File: src/rtl/cnn_pkg.sv
// Shared types, default sizes, per-class bias table and saturating helpers for the classifier.
// The bias table is consumed only when the BIAS_EN macro is defined.
package cnn_pkg;

  localparam int unsigned N_CLASS_DEF = 10;
  localparam int unsigned DATA_W_DEF  = 16;
  localparam int unsigned IDX_W_DEF   = 4;

  typedef enum logic [1:0] {
    StIdle,
    StScan,
    StCommit
  } state_e;

  localparam logic signed [DATA_W_DEF-1:0] BIAS [N_CLASS_DEF] = '{
    16'sh0000, 16'sh0000, 16'sh0000, 16'sh0000, 16'sh0000,
    16'sh0300, 16'sh0000, 16'sh0000, 16'sh0000, 16'sh0000
  };

  // Signed add clamped to the representable range.
  function automatic logic signed [DATA_W_DEF-1:0] sat_add(
    input logic signed [DATA_W_DEF-1:0] a,
    input logic signed [DATA_W_DEF-1:0] b
  );
    logic [DATA_W_DEF:0] s;
    s = {a[DATA_W_DEF-1], a} + {b[DATA_W_DEF-1], b};
    if (s[DATA_W_DEF] != s[DATA_W_DEF-1]) begin
      return s[DATA_W_DEF] ? {1'b1, {(DATA_W_DEF-1){1'b0}}} : {1'b0, {(DATA_W_DEF-1){1'b1}}};
    end
    return s[DATA_W_DEF-1:0];
  endfunction

  // a - b with a wide intermediate, clamped to [0, max positive].
  function automatic logic signed [DATA_W_DEF-1:0] sat_sub(
    input logic signed [DATA_W_DEF-1:0] a,
    input logic signed [DATA_W_DEF-1:0] b
  );
    logic [DATA_W_DEF:0] d;
    d = {a[DATA_W_DEF-1], a} - {b[DATA_W_DEF-1], b};
    if (d[DATA_W_DEF]) return '0;
    if (d[DATA_W_DEF-1]) return {1'b0, {(DATA_W_DEF-1){1'b1}}};
    return d[DATA_W_DEF-1:0];
  endfunction

endpackage

File: src/rtl/argmax_classifier_cmp.sv
// Combinational compare-and-update of the running best/second against one lane.
// Strict greater-than keeps the lower index on ties.
module argmax_cmp
  import cnn_pkg::*;
#(
  parameter int unsigned DATA_W = DATA_W_DEF,
  parameter int unsigned IDX_W  = IDX_W_DEF
) (
  input  logic signed [DATA_W-1:0] lane_i,
  input  logic        [IDX_W-1:0]  idx_i,
  input  logic signed [DATA_W-1:0] best_i,
  input  logic        [IDX_W-1:0]  best_idx_i,
  input  logic signed [DATA_W-1:0] second_i,
  output logic signed [DATA_W-1:0] best_o,
  output logic        [IDX_W-1:0]  best_idx_o,
  output logic signed [DATA_W-1:0] second_o
);

  always_comb begin
    best_o     = best_i;
    best_idx_o = best_idx_i;
    second_o   = second_i;
    if (lane_i > best_i) begin
      second_o   = best_i;
      best_o     = lane_i;
      best_idx_o = idx_i;
    end else if (lane_i > second_i) begin
      second_o = lane_i;
    end
  end

endmodule

File: src/rtl/argmax_classifier.sv
// Sequential argmax over captured logits: one lane per clock, reports class, score and margin.
// Define BIAS_EN to add a saturating per-class bias at capture time.
module argmax_classifier
  import cnn_pkg::*;
#(
  parameter int unsigned N_CLASS = N_CLASS_DEF,
  parameter int unsigned DATA_W  = DATA_W_DEF,
  parameter int unsigned IDX_W   = IDX_W_DEF
) (
  input  logic                      clk,
  input  logic                      rst,
  input  logic                      start,
  input  logic [N_CLASS*DATA_W-1:0] fl_vec,
  output logic                      busy,
  output logic                      done,
  output logic [IDX_W-1:0]          class_id,
  output logic [DATA_W-1:0]         class_score,
  output logic [DATA_W-1:0]         margin
);

  state_e state_q, state_d;
  logic signed [DATA_W-1:0] lane_q [N_CLASS];
  logic signed [DATA_W-1:0] lane_d [N_CLASS];
  logic signed [DATA_W-1:0] cap_lane [N_CLASS];
  logic signed [DATA_W-1:0] best_q, best_d, second_q, second_d;
  logic [IDX_W-1:0] best_idx_q, best_idx_d, idx_q, idx_d;
  logic done_q, done_d;
  logic [IDX_W-1:0] class_id_q, class_id_d;
  logic [DATA_W-1:0] score_q, score_d, margin_q, margin_d;
  logic signed [DATA_W-1:0] cmp_best, cmp_second;
  logic [IDX_W-1:0] cmp_best_idx;

  for (genvar k = 0; k < N_CLASS; k++) begin : g_cap
`ifdef BIAS_EN
    assign cap_lane[k] = sat_add(fl_vec[k*DATA_W +: DATA_W], BIAS[k]);
`else
    assign cap_lane[k] = fl_vec[k*DATA_W +: DATA_W];
`endif
  end

  argmax_cmp #(
    .DATA_W (DATA_W),
    .IDX_W  (IDX_W)
  ) u_cmp (
    .lane_i     (lane_q[idx_q]),
    .idx_i      (idx_q),
    .best_i     (best_q),
    .best_idx_i (best_idx_q),
    .second_i   (second_q),
    .best_o     (cmp_best),
    .best_idx_o (cmp_best_idx),
    .second_o   (cmp_second)
  );

  always_comb begin
    state_d    = state_q;
    lane_d     = lane_q;
    best_d     = best_q;
    best_idx_d = best_idx_q;
    second_d   = second_q;
    idx_d      = idx_q;
    done_d     = 1'b0;
    class_id_d = class_id_q;
    score_d    = score_q;
    margin_d   = margin_q;
    unique case (state_q)
      StIdle: begin
        if (start) begin
          lane_d     = cap_lane;
          best_d     = cap_lane[0];
          best_idx_d = '0;
          second_d   = {1'b1, {(DATA_W-1){1'b0}}};
          idx_d      = IDX_W'(1);
          state_d    = StScan;
        end
      end
      StScan: begin
        best_d     = cmp_best;
        best_idx_d = cmp_best_idx;
        second_d   = cmp_second;
        idx_d      = idx_q + IDX_W'(1);
        if (idx_q == IDX_W'(N_CLASS - 1)) state_d = StCommit;
      end
      StCommit: begin
        class_id_d = best_idx_q;
        score_d    = best_q;
        margin_d   = sat_sub(best_q, second_q);
        done_d     = 1'b1;
        state_d    = StIdle;
      end
      default: state_d = StIdle;
    endcase
  end

  always_ff @(posedge clk) begin
    if (rst) begin
      state_q    <= StIdle;
      lane_q     <= '{default: '0};
      best_q     <= '0;
      best_idx_q <= '0;
      second_q   <= '0;
      idx_q      <= '0;
      done_q     <= 1'b0;
      class_id_q <= '0;
      score_q    <= '0;
      margin_q   <= '0;
    end else begin
      state_q    <= state_d;
      lane_q     <= lane_d;
      best_q     <= best_d;
      best_idx_q <= best_idx_d;
      second_q   <= second_d;
      idx_q      <= idx_d;
      done_q     <= done_d;
      class_id_q <= class_id_d;
      score_q    <= score_d;
      margin_q   <= margin_d;
    end
  end

  assign busy        = (state_q != StIdle);
  assign done        = done_q;
  assign class_id    = class_id_q;
  assign class_score = score_q;
  assign margin      = margin_q;

endmodule

File: config.mk
export PLATFORM = sky130hd
export DESIGN_NAME = argmax_classifier
export DESIGN_NICKNAME = d
export VERILOG_FILES = /design/src/rtl/cnn_pkg.sv /design/src/rtl/argmax_classifier_cmp.sv /design/src/rtl/argmax_classifier.sv
export SDC_FILE = /design/constraint.sdc
export NUM_CORES = 1
export LEC_CHECK = 0
export CELL_PAD_IN_SITES_DETAIL_PLACEMENT = 1
export CELL_PAD_IN_SITES_GLOBAL_PLACEMENT = 1
export CORE_ASPECT_RATIO = 0.8
export CORE_MARGIN = 1
export CORE_UTILIZATION = 30
export DETAILED_ROUTE_END_ITERATION = 10
export GPL_ROUTABILITY_DRIVEN = 0
export HOLD_SLACK_MARGIN = 0.05
export PLACE_DENSITY = 0.7
export SYNTH_ARGS = -nofsm -noshare
export SYNTH_HDL_FRONTEND = slang
export SYNTH_SLANG_ARGS = --single-unit
File: constraint.sdc
create_clock -name clk -period 11.5 [get_ports clk]
set_input_delay 1.15 -clock clk [delete_from_list [all_inputs] [get_ports clk]]
set_output_delay 1.15 -clock clk [all_outputs]
set_load 0.05 [all_outputs]
After elaboration in Yosys (flattened, before gate mapping):

Cells that the tools add are included.
Widths: inputs -> output; s select.

* mux-type cells: 28
* order comparisons: 3
* eq/ne operators: 7
* reductions and logical operators: 8
* bitwise operators: 1
* add/sub/neg operators: 2

Operators with widths (number)
* $mux 16: 11
* $bmux 16 s4: 1
* $pmux 16 s2: 2
* $gt 16x16->1: 2
* $sub 16x16->17: 1
* $pmux 4 s2: 2
* $mux 4: 3
* $mux 1: 6
* $reduce_and 2->1: 3
* $reduce_and 3->1: 2
* $ge 5x5->1 const B: 1
* $not 4->5: 1
* $add 4x1->4 const B: 1
* $eq 4x4->1 const B: 1
* $mux 2: 2
* $ne 2x2->1 const B: 2
* $pmux 2 s2: 1
* $reduce_bool 2->1: 2
* $ne 3x1->1 const B: 1
* $eq 2x1->1 const B: 1
* $eq 2x2->1 const B: 1
* $logic_not 2->1: 1
* $ne 2x1->1 const B: 1

* logic and storage cells: 68
* output and inout bits: 38
* flip-flop bits (word level): 239
* input bits: 163

Logic depth before layout (Yosys ltp):

* word-level depth: 8
* depth in mapped cells: 17

By module:

A second synthesis with hierarchy kept.

* cells, all modules: 1447
* area, all modules: 12032.8 sq um

Modules (own cells, without submodules)
* argmax_classifier: cells an instance 1230, times used 1, area an instance 10398.7 sq um, sequential area each 4764.6 sq um
* argmax_cmp: cells an instance 217, times used 1, area an instance 1634.1 sq um, sequential area each 0.0 sq um

Worst setup path before layout:

No wires, ideal clock.

* kind: reg2reg
* start: register idx_q[1]
* end: register second_q[10]
* period minus slack after synthesis: 4.084 ns
* required time: 11.432 ns
* slack: 7.416 ns
* cell stages (with the launch flop): 18
* arrival: 4.017 ns
* cells stage by stage: dfxtp_1 -> clkbuf_1 -> clkbuf_1 -> nor2_1 -> nand2_1 -> clkbuf_1 -> o22ai_1 -> ha_1 -> a211oi_1 -> nor2_1 -> o31a_1 -> o311a_2 -> nor2_4 -> o211a_1 -> nor2b_1 -> clkbuf_1 -> buf_2 -> o2bb2ai_2

* longest elaborated chain between the ends: 7

Ends and longest elaborated chain
* start, declared: RTL line argmax_classifier.sv:26 `logic [IDX_W-1:0] best_idx_q, best_idx_d, idx_q, idx_d;`
* start signal, assigned: RTL line argmax_classifier.sv:113 `idx_q <= idx_d;`
* $not 4->5 (implied by the code) *: RTL line argmax_classifier.sv:45 `.lane_i (lane_q[idx_q]),`
* $bmux 16 s4 *: RTL line argmax_classifier.sv:45
* $mux 16 (implied by the code) * (2 in a row): RTL line argmax_classifier.sv:45
* $gt 16x16->1, or another cell as far along: RTL line argmax_classifier_cmp.sv:27 `end else if (lane_i > second_i) begin`
* $ne 3x1->1 (no line) or $mux 16 (tied branches)
* $reduce_and 3->1 (no line) or $pmux 16 s2 (tied branches)
* end signal, assigned: RTL line argmax_classifier.sv:112 `second_q <= second_d;`
* end, declared: RTL line argmax_classifier.sv:25 `logic signed [DATA_W-1:0] best_q, best_d, second_q, second_d;`

Mark *: on every way between the ends. The rest lies on a longest branch, timed or not. The select of a mux whose other input is x is not followed.
A chain may end at the register's enable or synchronous reset.

Worst setup path in the final report:

* start: register idx_q[0]
* end: register best_q[9]

* longest elaborated chain between the ends: 7

Ends and longest elaborated chain
* $not 4->5 (implied by the code) *: RTL line argmax_classifier.sv:45
* $bmux 16 s4 *: RTL line argmax_classifier.sv:45
* $mux 16 (implied by the code) * (2 in a row): RTL line argmax_classifier.sv:45
* $gt 16x16->1: RTL line argmax_classifier_cmp.sv:23 `if (lane_i > best_i) begin`
* $ne 2x1->1 (no line)
* $reduce_and 3->1 (no line)
* end signal, assigned: RTL line argmax_classifier.sv:110 `best_q <= best_d;`
* end, declared: RTL line argmax_classifier.sv:25

Marked as above.

==> summary.txt <==
Yosys
  • Syn_nets: 1603
  • Ys flop type: dfxtp_1
  • Post-Syn Area: 11300 um2
  • Leading area contributor after synthesis: dfxtp_1
  • Post-synth top area share: 42.1%
  • Yosys reg bits: between 200 and 250
  • Top cells by count, synth: 422 x nand2_1, 238 x dfxtp_1, 227 x a21oi_1
  • Post-synthesis sequential area ratio: 42.1%
  • Yosys cell types: 56
  • Synthesis Warnings: 0
  • Post-synth ARST share: 0%
  • Syn avg cell area: 8.15 um2
  • Number of synthesized flops with an enable pin: 0
  • Top cells by area, synth: dfxtp_1 42%, nand2_1 14%, a21oi_1 10%
  • Count leader, synth: nand2_1
  • Post-Syn Instances: ~1400

Run status
  • Status: finished, final reports clean

Setup path
  • RR Startpoint: idx_q[0]
  • Element type at the critical path end: flip-flop
  • Worst Path Max Fanout: 35
  • WP buf/inv: 1
  • WP data arrival: between 6000 and 7000 ps
  • Setup crit start: idx_q[0]
  • CP Data Required Time: approximately 12000 ps
  • Cell breakdown of the critical path: buf_4 > mux4_2 > mux2i_1 > o22ai_1 > ha_1 > nand4_1 > nor4_2 > a21boi_2 > nor4b_2 > o21ai_0 > nand2_1 > a311oi_1
  • Slowest cell on the critical path: nand2_1
  • Critical path startpoint category: flip-flop
  • Cell family with most CP delay: compound AO/OA/AOI/OAI gates
  • Setup CP Type: reg -> reg
  • Slowest stage delay, CP: a little under 800 ps

Floorplanning
  • Starting Density: 30.5%
  • # IOs: 201
  • Die ar.: 38500 um2
  • Die H: ~180 um
  • # rows: 63
  • Die Span X: between 200 and 250 um
  • Core Region: 37100 um2

STA
  • RSZ-0062 raised after global routing: false
  • Post-layout min period: 5680 ps
  • Max Freq: 0.176 GHz
  • Tcrit/Tclk final: about half
  • Final max-slew violation count: 0
  • Slew margin rel.: between 20% and 30%
  • Setup TNS: 0 ps
  • # setup viols final: 0
  • Final WS setup: about 5800 ps
  • Worst-Margin Slew: 1100 ps
  • Final Hold Vio Count: 0
  • Worst Skew: 15.3 ps

Clocking
  • Clk_lat worst skew: 550 ps
  • Hold buffers post-CTS: 0
  • Clock Path Buffers: 3
  • CTS tree: built
  • Setup repair bufs after CTS: 0
  • CTS sink cnt: 238
  • Resized cells post-CTS: 0
  • Clk slew on worst S/H paths: 60 ps
  • Num CTS Buffers: 26
  • Clock root buffer: clkbuf_16
  • Max H-tree Level: 1

Routing
  • Vias: between 10000 and 15000
  • DRT iter0 DRCs: 771
  • Drt drc: 0
  • Mean routed wirelength per cell: 19.5 um
  • Vias per cell: 5.13
  • Post-route ant nets: 0
  • Drt pass-1 iters: 4
  • Final WL: approximately 40 mm

Global route
  • All-Layer GR Usage: 20.1%
  • First-pass GRT wire length: 60.0 mm
  • Vias in the first global route: 10400
  • Initial antenna violation count: 0
  • Largest net degree at the start of global routing: 126
  • Global-route congestion overflow total: 0

Flow run
  • MaxCap Viol Count: 0

Placed design
  • Hpwl dp: between 20 and 30 mm
  • Pre-CTS worst setup slack: 5870 ps
  • Number of port buffers: 199

Worst hold path
  • HP Class: reg -> reg
  • Hold Startpoint: lane_q[151]

Pwr
  • Leakage: about 5.3 nW
  • Pwr Density: around 170 nW/um2
  • Tot Pwr: 2.51 mW
  • VDD IR-drop max: roughly 0.000095 V

Finish
  • Nets: 1740
  • Layout cell share with drive strength beyond 1: 7.12%
  • Area growth syn-to-layout: 28.2%
  • Inserted Diodes: 0
  • Post-Route Utilization: 39.1%
==> layer usage <==
layer | track usage (%) | routed length (um) | share of wire, %
met1 | 29.8 | 19400 | 49
met2 | 30.2 | 17300 | 44
met3 | 2.77 | 2100 | 5.3
met4 | 5.18 | 915 | 2.3
met5 | 0 | 0 | 0
==> area by class of cell <==
type                       count  area, um2
inverter                      39        146
tap                          487        609
multi-input combinational   1012       6030
clock inverter                15        178
timing repair buffer         209       2070
sequential                   238       4770
fill                        4359      22600
clock buffer                  32        723
==> power breakdown <==
group	switching (mW)	internal, mW	total (mW)
clock network	0.363	0.517	0.880
logic	0.403	0.268	0.671
registers	0.0654	0.889	0.954
total	0.832	1.67	2.51
==> cells by family (layout without fill, tap and decap cells) <==
kind of cell	after synthesis	in the layout	share of synthesized area, %
and+or+nand+nor	539	539	19.1
muxes	65	65	9.28
buffers and inverters	139	295	4.82
adders and majority gates	51	51	5.70
other	1	1	0.0331
xor gates and xnor gates	9	9	0.696
AOI/OAI and AO/OA	347	347	18.3
DFF	238	238	42.1
==> final timing paths <==
kind	end	slack, ps	cells after the start
hold / removal	lane_q[151]	450	2
hold reg to reg	lane_q[151]	450	2
setup / recovery	best_q[9]	5820	12
setup reg to reg	best_q[9]	5820	12
==> registers in the layout, summed over array words and instances, names as in the netlist <==
| register | cells |
|---|---|
| idx_q | 4 |
| state_q | 2 |
| best_idx_q | 4 |
| margin | 15 |
| done | 1 |
| class_score | 16 |
| class_id | 4 |
| best_q | 16 |
| second_q | 16 |
| lane_q | 160 |
==> metrics by stage <==
step | std cells | instance area [um2] | hold slack [ps]
2_1_floorplan | 1389 | 11300 | 432
3_3_place_gp | 1985 | 13600 | 440
3_5_place_dp | 1985 | 13600 | 448
4_1_cts | 2032 | 14500 | 457
5_1_grt | 2032 | 14500 | 471
6_report | 2032 | 14500 | 454
==> worst register-to-register path, delay by kind of cell (launching register included) <==
kind | cells | cell delay [ps]
compound gates | 4 | 1560
simple gates | 4 | 1500
mux | 2 | 1000
buf+inv | 1 | 600
flops | 1 | 550
fa+ha+maj | 1 | 390
==> layout by cell type, fill, tap and decap left out, types with 3 or more instances in the layout <==
master | netlist | final
a211o_1 | 3 | 3
a211oi_1 | 3 | 3
a21o_1 | 8 | 8
a21oi_1 | 227 | 227
a311oi_1 | 15 | 15
buf_4 | 1 | 10
bufinv_16 | 0 | 3
clkbuf_16 | 0 | 26
clkbuf_8 | 0 | 5
clkdlybuf4s50_1 | 0 | 198
clkinv_2 | 0 | 6
dfxtp_1 | 238 | 236
ha_1 | 50 | 50
inv_1 | 39 | 39
mux2i_1 | 33 | 33
mux4_2 | 32 | 32
nand2_1 | 422 | 422
nand2b_1 | 3 | 3
nand3_1 | 11 | 11
nand4_1 | 10 | 10
nor2_1 | 64 | 63
nor2b_1 | 8 | 7
nor3_1 | 7 | 7
o211ai_1 | 4 | 4
o21a_1 | 4 | 4
o21ai_0 | 29 | 29
o21bai_1 | 6 | 6
o22ai_1 | 15 | 15
o2bb2ai_1 | 5 | 5
o2bb2ai_2 | 10 | 10
o31a_1 | 3 | 3
xnor2_1 | 6 | 6
xor2_1 | 3 | 3
(Power assumes the default switching activity.)
==> RTL change: new RTL, same flow settings <==
Set the package constant `IDX_W_DEF` to 3 (it was 4).
--- a/src/rtl/cnn_pkg.sv
+++ b/src/rtl/cnn_pkg.sv
@@ -6,3 +6,3 @@
   localparam int unsigned DATA_W_DEF  = 16;
-  localparam int unsigned IDX_W_DEF   = 4;
+  localparam int unsigned IDX_W_DEF   = 3;
 
Interface: changed (resized class_id); port bits go from 201 to 200. The function was not compared with the original's and may differ.
==> RTL change against the original RTL <==
  * Wire length shrank 13%
  * Synthesized area shrank 10%
  * Setup slack better by 0.41 ns
  * Final area shrank 12%
  * Sequential cell count is 35 lower
  * Die area fell by 10%
  * Total power shrank 15%
  * Critical path type unchanged
  * Critical endpoint is now second_q[11]
  * Largest cell class unchanged
==> RTL change: results (changes against the original RTL) <==
bufs w/o clock=176 (-16%); count of multi-input gates=913 (-9.8%); Seq/total area=31.72% (-1.1 points); switching share of total power=33.66% (+0.45 points); Clock-cell share=5.642% (-0.56 points); max reg flops=128 (-20%); Final HPWL DP=24860 µm (-16%); dpl ws=6.301 ns (+0.4333 ns); layout cells sized above 1=6.744% (-0.38 points); fin crit share=45.82% (-3.6 points); Worst Hold Launch=lane_q[101]; Slowest Stage Delay on Critical Path=0.66 ns (-0.13 ns); Fillers=3871 (-11%); Max VDD drop=0.00009357 V (-1.6%); hold path endpoint=lane_q[101]; FF+latch count, synth=203 (-15%); status=finished clean; largest net degree at the start of global routing=128 (+1.6%); sequential power=0.785 mW (-18%); Logic pwr share=29.5% (+2.7 points); clk_skew=0.01185 ns (-0.003468 ns); register area share after synthesis=40.00% (-2.1 points); final net count=1578 (-9.3%); invs w/o clock=47 (+21%); first-pass GRT wire length=54230 µm (-9.6%); flop2flop setup slack=6.23 ns (+0.41 ns); PortBufs=166 (-17%); Total GRT Usage=19.64% (-0.45 points); CLK BUF=33 (+3.1%); LEAKAGE=4.826 nW (-9.6%); CP Capture Point=second_q[11]; CP Max Fanout=23 (-34%); top cells by area, synth=dfxtp_1 40%, nand2_1 13%, a21oi_1 11%, mux4_2 7.1%, ha_1 6.2%; Yosys top cell area share=40.00% (-2.1 points); CTS Buf Count=23 (-12%); DR iter-0 viols=647 (-16%); multi-input combinational area share=43.53% (+2.0 points); Worst EP arrival=5.70 ns (-0.41 ns); via count=9397 (-9.8%); vias in the first global route=9740 (-6.4%)
[RTL change: cell types whose count changed in the layout (fill, tap and decap cells not counted), sizes merged, moves of 14 or more]
| cell | delta |
|---|---|
| a311oi | -14 |
| clkdlybuf4s50 | -33 |
| dfxtp | -35 |
| mux2i | -16 |
| nand2 | -80 |
| o22ai | -14 |
| o31ai | +23 |
[RTL change: routing by layer]
layer / part of all wire, % / GRT usage [%] / vias up
met2: 45 / 31.56 / 179
met5: 0 / 0 / -
met3: 3.7 / 2.395 / 45
met1: 49 / 27.73 / 4621
li1: - / - / 4552
met4: 2.4 / 5.217 / 0
[RTL change: metrics by stage]
| step | hold slack (ns) | area (µm²) | cells | total power, mW |
|---|---|---|---|---|
| finish | 0.4524 | 12820 | 1806 | 2.137 |
| global route | 0.4682 | 12820 | 1806 | 2.252 |
| CTS | 0.4540 | 12820 | 1806 | 2.155 |
| detailed placement | 0.4457 | 12100 | 1766 | 1.423 |
| global placement | 0.4389 | 12100 | 1766 | 1.404 |
| floorplan | 0.4273 | 10160 | 1253 | 1.216 |
[RTL change: logic make-up (layout without fill, tap and decap cells)]
logic type	count (synthesis)	after routing	synth area share, %
AO/OA/AOI/OAI	353	353	20.87
XOR/XNOR	4	4	0.3448
adder cells (fa/ha/maj)	51	51	6.354
buffers and inverters	137	263	5.246
flip-flops	203	203	40.00
multiplexers	49	49	8.767
other	1	1	0.03691
AND/OR/NAND/NOR	455	455	18.38
[RTL change: worst max-delay path, delay by kind of cell (launching register included)]
kind | cells | cell delay [ns]
compound gates | 3 | 0.91
fa+ha+maj | 1 | 0.34
buf+inv | 2 | 0.66
flops | 1 | 0.65
mux | 2 | 1.00
simple gates | 4 | 1.59
